`src/rtl/sar_search.sv`:
```
`default_nettype none
// ============================================================================
// Module      : sar_search
// Description : Successive-approximation search for an unknown value A. The
//               trial value B_O is driven to an external magnitude comparator,
//               and its L_T/G_T/E_Q result steers the search one bit per
//               SET/CMP pair, MSB first. The search ends early on equality.
//               A comparator result that is not one-hot parks the block in
//               FAULT until the next START.
// Revision    : 1.0 - initial release
// ============================================================================
module sar_search #(
  parameter int WIDTH = 3
) (
  input  logic             clk,
  input  logic             rst,
  input  logic             START,
  input  logic             L_T,
  input  logic             G_T,
  input  logic             E_Q,
  output logic [WIDTH-1:0] B_O,
  output logic             G_O,
  output logic             E_O,
  output logic             L_O,
  output logic [WIDTH-1:0] VAL,
  output logic             BUSY,
  output logic             DONE,
  output logic             EXACT,
  output logic             ERR
);

  // Bit-pointer width; at least one bit so WIDTH=1 still elaborates.
  localparam int IW = (WIDTH > 1) ? $clog2(WIDTH) : 1;

  // First trial value: only the MSB set.
  localparam logic [WIDTH-1:0] C_TRIAL0 = WIDTH'(1) << (WIDTH - 1);

  typedef enum logic [2:0] {
    S_IDLE  = 3'd0,
    S_SET   = 3'd1,
    S_CMP   = 3'd2,
    S_DONE  = 3'd3,
    S_FAULT = 3'd4
  } state_t;

  state_t           state_q, state_d;
  logic [IW-1:0]    ptr_q,   ptr_d;
  logic [WIDTH-1:0] r_q,     r_d;
  logic [WIDTH-1:0] bo_q,    bo_d;
  logic [WIDTH-1:0] val_q,   val_d;
  logic             exact_q, exact_d;

  logic [WIDTH-1:0] bit_cur;
  logic [WIDTH-1:0] bit_next;
  logic [WIDTH-1:0] r_upd;
  logic             flags_ok;

  // Masks for the bit under test and the one below it, plus the partial
  // result after folding in the current comparator decision.
  always_comb begin
    bit_cur  = WIDTH'(1) << ptr_q;
    bit_next = '0;
    if (ptr_q != '0) begin
      bit_next = WIDTH'(1) << (ptr_q - IW'(1));
    end
    // A > trial keeps the trial bit; A < trial drops it.
    r_upd = G_T ? (r_q | bit_cur) : (r_q & ~bit_cur);
  end

  // A sane comparator asserts exactly one of its three result flags.
  always_comb begin
    flags_ok = 1'b0;
    unique case ({L_T, G_T, E_Q})
      3'b100, 3'b010, 3'b001: flags_ok = 1'b1;
      default:                flags_ok = 1'b0;
    endcase
  end

  // Next-state and datapath update for the search sequencer.
  always_comb begin
    state_d = state_q;
    ptr_d   = ptr_q;
    r_d     = r_q;
    bo_d    = bo_q;
    val_d   = val_q;
    exact_d = exact_q;

    unique case (state_q)
      S_IDLE, S_FAULT: begin
        if (START) begin
          r_d     = '0;
          ptr_d   = IW'(WIDTH - 1);
          bo_d    = C_TRIAL0;
          val_d   = '0;
          exact_d = 1'b0;
          state_d = S_SET;
        end
      end

      // One dead cycle so the comparator sees a stable B_O.
      S_SET: begin
        state_d = S_CMP;
      end

      S_CMP: begin
        if (!flags_ok) begin
          state_d = S_FAULT;
        end else if (E_Q) begin
          val_d   = bo_q;
          exact_d = 1'b1;
          state_d = S_DONE;
        end else begin
          r_d = r_upd;
          if (ptr_q != '0) begin
            ptr_d   = ptr_q - IW'(1);
            bo_d    = r_upd | bit_next;
            state_d = S_SET;
          end else begin
            val_d   = r_upd;
            exact_d = 1'b0;
            state_d = S_DONE;
          end
        end
      end

      S_DONE: begin
        state_d = S_IDLE;
      end

      default: begin
        state_d = S_IDLE;
      end
    endcase
  end

  // State and datapath registers with synchronous reset.
  always_ff @(posedge clk) begin
    if (rst) begin
      state_q <= S_IDLE;
      ptr_q   <= '0;
      r_q     <= '0;
      bo_q    <= '0;
      val_q   <= '0;
      exact_q <= 1'b0;
    end else begin
      state_q <= state_d;
      ptr_q   <= ptr_d;
      r_q     <= r_d;
      bo_q    <= bo_d;
      val_q   <= val_d;
      exact_q <= exact_d;
    end
  end

  assign B_O   = bo_q;
  assign VAL   = val_q;
  assign EXACT = exact_q;
  assign BUSY  = (state_q == S_SET) || (state_q == S_CMP);
  assign DONE  = (state_q == S_DONE);
  assign ERR   = (state_q == S_FAULT);

  // Comparator cascade inputs tied so it behaves as a standalone compare.
  assign G_O = 1'b0;
  assign E_O = 1'b1;
  assign L_O = 1'b0;

endmodule
`default_nettype wire

```
`config.mk`:
```
export PLATFORM = sky130hd
export DESIGN_NAME = sar_search
export DESIGN_NICKNAME = d
export VERILOG_FILES = /design/src/rtl/sar_search.sv
export SDC_FILE = /design/constraint.sdc
export NUM_CORES = 1
export LEC_CHECK = 0
export BUFFER_PORTS_ARGS = -buffer_cell sky130_fd_sc_hd__buf_2
export CORE_MARGIN = 5
export CORE_UTILIZATION = 56
export DETAILED_ROUTE_END_ITERATION = 8
export PLACE_DENSITY = 0.84
export SLEW_MARGIN = 10
export SYNTH_ARGS = -nofsm -noshare
export SYNTH_HDL_FRONTEND = slang
export SYNTH_SLANG_ARGS = --single-unit
```
`constraint.sdc`:
```
create_clock -name clk -period 3.2 [get_ports clk]
set_input_delay 0 -clock clk [delete_from_list [all_inputs] [get_ports clk]]
set_output_delay 0 -clock clk [all_outputs]
set_load 0.01 [all_outputs]
```
==> flow_metrics.env <==
export IMPL_status="finished, final reports clean"
export IMPL_synthCells=102
export IMPL_r2r_slack_ns=1.43
export IMPL_post_cts_resized=0
export IMPL_hold_depth=3
export IMPL_ys_types=39
export IMPL_ys_seq_area_share_pct=32.6
export IMPL_cts_buffers=3
export IMPL_hold_buffers=0
export IMPL_p_leak_nw=0.431
export IMPL_power_frac_clock_pct=28.2
export IMPL_ios=19
export IMPL_yosysWarnings=0
export IMPL_reg2reg_depth=6
export IMPL_viasPerCell=5.98
export IMPL_wl_met3_um=109
export IMPL_wl_met1_um=910
export IMPL_timing_final_crit_period_ns=1.77
export IMPL_rows=14
export IMPL_max_stage_delay_ns=0.38
export IMPL_slowest_stage="dfxtp_1"
export IMPL_synth_area_top_cells="dfxtp_1, ha_1, mux2i_1"
export IMPL_path_cells="inv_1 > ha_1 > or2_2 > a21oi_1 > nor3_2 > mux2_1"
export IMPL_p_per_area_mw_per_mm2=384
export IMPL_worstSetupStartpointType="flop"
export IMPL_nFillCells=136
export IMPL_hold_start="START"
export IMPL_num_antenna_cells=0
export IMPL_clockRootBuffer="clkbuf_4"
export IMPL_die_height_um=50.6
export IMPL_wl_met2_um=1010
export IMPL_final_setup_tns_ns=0
export IMPL_seq_area_um2=300
export IMPL_setup_viol=0
export IMPL_cts_tree="done"
export IMPL_synth_seq_cells=15
export IMPL_grt_pass1_wl_um=3310
export IMPL_synthTopCellsByCount="dfxtp_1, a21oi_1, inv_1, mux2i_1, nand2_1"
export IMPL_area_delta_synth_final_pct=8.41
export IMPL_cts_buffer_depth=2
export IMPL_path_clk_slew_ns=0.09
export IMPL_fmax_mhz=564
export IMPL_grt_ovfl_total=0
export IMPL_die_x_um=50.6
export IMPL_cp_end_kind="flop"
export IMPL_path_buf_inv=1
export IMPL_rsz0062_at_grt="false"
export IMPL_synth_area_um2=922
export IMPL_cp_top_family="simple AND/OR/NAND/NOR gates"
export IMPL_nNetsFinal=129
export IMPL_die_area_mm2=0.00256
export IMPL_layout_drive_gt1_share_pct=23.1
export IMPL_route_detailed_drc=0
export IMPL_final_antenna_net_count=0
export IMPL_slew_viol_final=0
export IMPL_gp_congestion=0.825
export IMPL_p_seq_share_pct=52.5
export IMPL_path_depth=6
export IMPL_synth_most_common_cell="dfxtp_1"
export IMPL_synth_top_area_share_pct=32.6
export IMPL_synth_area_per_cell_um2=9.04
export IMPL_async_reset_ff_share_pct=0
export IMPL_swShare_pct=29.3
export IMPL_insertion_delay_ns=0.29
export IMPL_crit_required_ns=3.38
export IMPL_firstDrtPassIters=4
export IMPL_hold_class="in -> reg"
export IMPL_critical_path_arrival_ns=1.95
export IMPL_cts_sinks=15
export IMPL_synthFlopType="dfxtp_1"
export IMPL_combPwrFrac_pct=19.3
export IMPL_cts_setup_buffers=0
export IMPL_coreArea_mm2=0.00154
export IMPL_finalCritPeriodShare_pct=55.4
export IMPL_internal_power_w=0.000271
export IMPL_synth_edf_count=0
export IMPL_htreeDepth=1
export IMPL_top_layer="met4"
export IMPL_hold_path_end="state_q[2]$_SDFFE_PP0N_"
export IMPL_fin_worst_skew_ns=0.0127
export IMPL_wl_per_cell_um=15.4
export IMPL_io_buffers=15
export IMPL_fin_util_pct=64.9
export IMPL_worst_path_max_fanout=4
export IMPL_hpwl_um=1560
export IMPL_hold_violations=0
export IMPL_vdd_drop_max_uv=232
export IMPL_fin_total_pwr_w=0.000384
export IMPL_r2r_end="EXACT$_SDFFE_PP0P_"
export IMPL_num_vias=795
export IMPL_grt_pass1_vias=758
export IMPL_grt_max_degree=17
export IMPL_path_class="reg -> reg"
export IMPL_worstReg2RegStart="ptr_q[0]$_SDFFE_PP0P_"
export IMPL_start_util_pct=59.8
export IMPL_p_sw_w=0.000113
export IMPL_synth_area_leader_cell="dfxtp_1"
export IMPL_drt_total_wl_um=2050
export IMPL_grt_use_total_pct=16.2
export IMPL_max_cap_violations=0
export IMPL_startpoint="ptr_q[0]$_SDFFE_PP0P_"
export IMPL_antenna_found_initial=0
export IMPL_multi_input_area_um2=552
export IMPL_drt_iter0_markers=9
cell families after synthesis:
kind of cell               count (synthesis)  synth area share [%]
AOI/OAI and AO/OA                         27                  21.0
xor gates and xnor gates                   1                  1.76
adders and majority gates                  5                  6.78
buffers and inverters                     12                  8.00
DFF                                       15                  32.6
muxes                                      7                  7.73
other                                      2                 0.814
and+or+nand+nor                           33                  21.3
registers in the layout, indices dropped and copies added, names as in the netlist:
signal and flops:
state_q 3, VAL 3, ptr_q 2, EXACT 1, r_q 3, B_O 3
worst reg2reg max path, delay by kind of cell, from the launching register on:
family / cells / cell delay [ns]
multiplexers: 1 / 0.35
AND/OR/NAND/NOR: 2 / 0.40
flip-flops: 1 / 0.38
buffers and inverters: 1 / 0.11
AO/OA/AOI/OAI: 1 / 0.19
adder cells (fa/ha/maj): 1 / 0.25
how the worst max path moves through the flow:
stage,end
2_1_floorplan,EXACT$_SDFFE_PP0P_
3_3_place_gp,EXACT$_SDFFE_PP0P_
3_5_place_dp,EXACT$_SDFFE_PP0P_
4_1_cts,B_O[2]$_SDFFE_PP0P_
5_1_grt,B_O[2]$_SDFFE_PP0P_
6_report,EXACT$_SDFFE_PP0P_
layout by cell type, fill, tap and decap left out, drive strengths merged:
master / n
nand2: 6
a21o: 1
xor2: 1
o21ba: 1
a21oi: 7
ha: 5
or3b: 1
a31oi: 1
nor2: 5
buf: 15
and2b: 2
mux2: 1
clkbuf: 4
mux2i: 6
a32o: 2
o211ai: 3
a22o: 1
or4: 3
o22a: 1
nor2b: 2
conb: 3
nor3: 4
or2: 1
and2: 2
a221oi: 2
nand2b: 4
nand3b: 1
dfxtp: 15
o211a: 1
nor4b: 1
o21ai: 5
nor3b: 1
a211oi: 2
inv: 7
routing by layer:
layer / global-route usage, % / vias up
met5: 0 / -
met4: 6.38 / 0
met3: 2.96 / 2
met2: 28.3 / 19
met1: 19.2 / 382
li1: - / 392
power groups by stage:
stage | Combinational, W | Sequential [W] | Clock (W)
4_1_cts | 0.0000734 | 0.000201 | 0.000113
5_1_grt | 0.0000799 | 0.000202 | 0.000125
2_1_floorplan | 0.0000582 | 0.000203 | 0
6_report | 0.0000740 | 0.000201 | 0.000108
3_3_place_gp | 0.0000696 | 0.000205 | 0
3_5_place_dp | 0.0000729 | 0.000205 | 0
final cells by class:
class | count | area share (%)
well taps | 16 | 2.00
clock buffers | 4 | 2.63
flip-flops and latches | 15 | 30.0
repair buffers | 15 | 7.51
inverters | 7 | 2.63
multi-input cells | 76 | 55.2
stage by stage:
step	setup WS, ns	instance area, um2	instances	hold slack (ns)
5_1_grt	1.26	1000	133	0.00820
4_1_cts	1.45	1000	133	0.00939
3_3_place_gp	1.51	973	129	0.299
2_1_floorplan	1.57	926	103	0.199
3_5_place_dp	1.45	973	129	0.308
6_report	1.43	1000	133	0.0173
No activity file was read; power rests on OpenSTA's default activity.
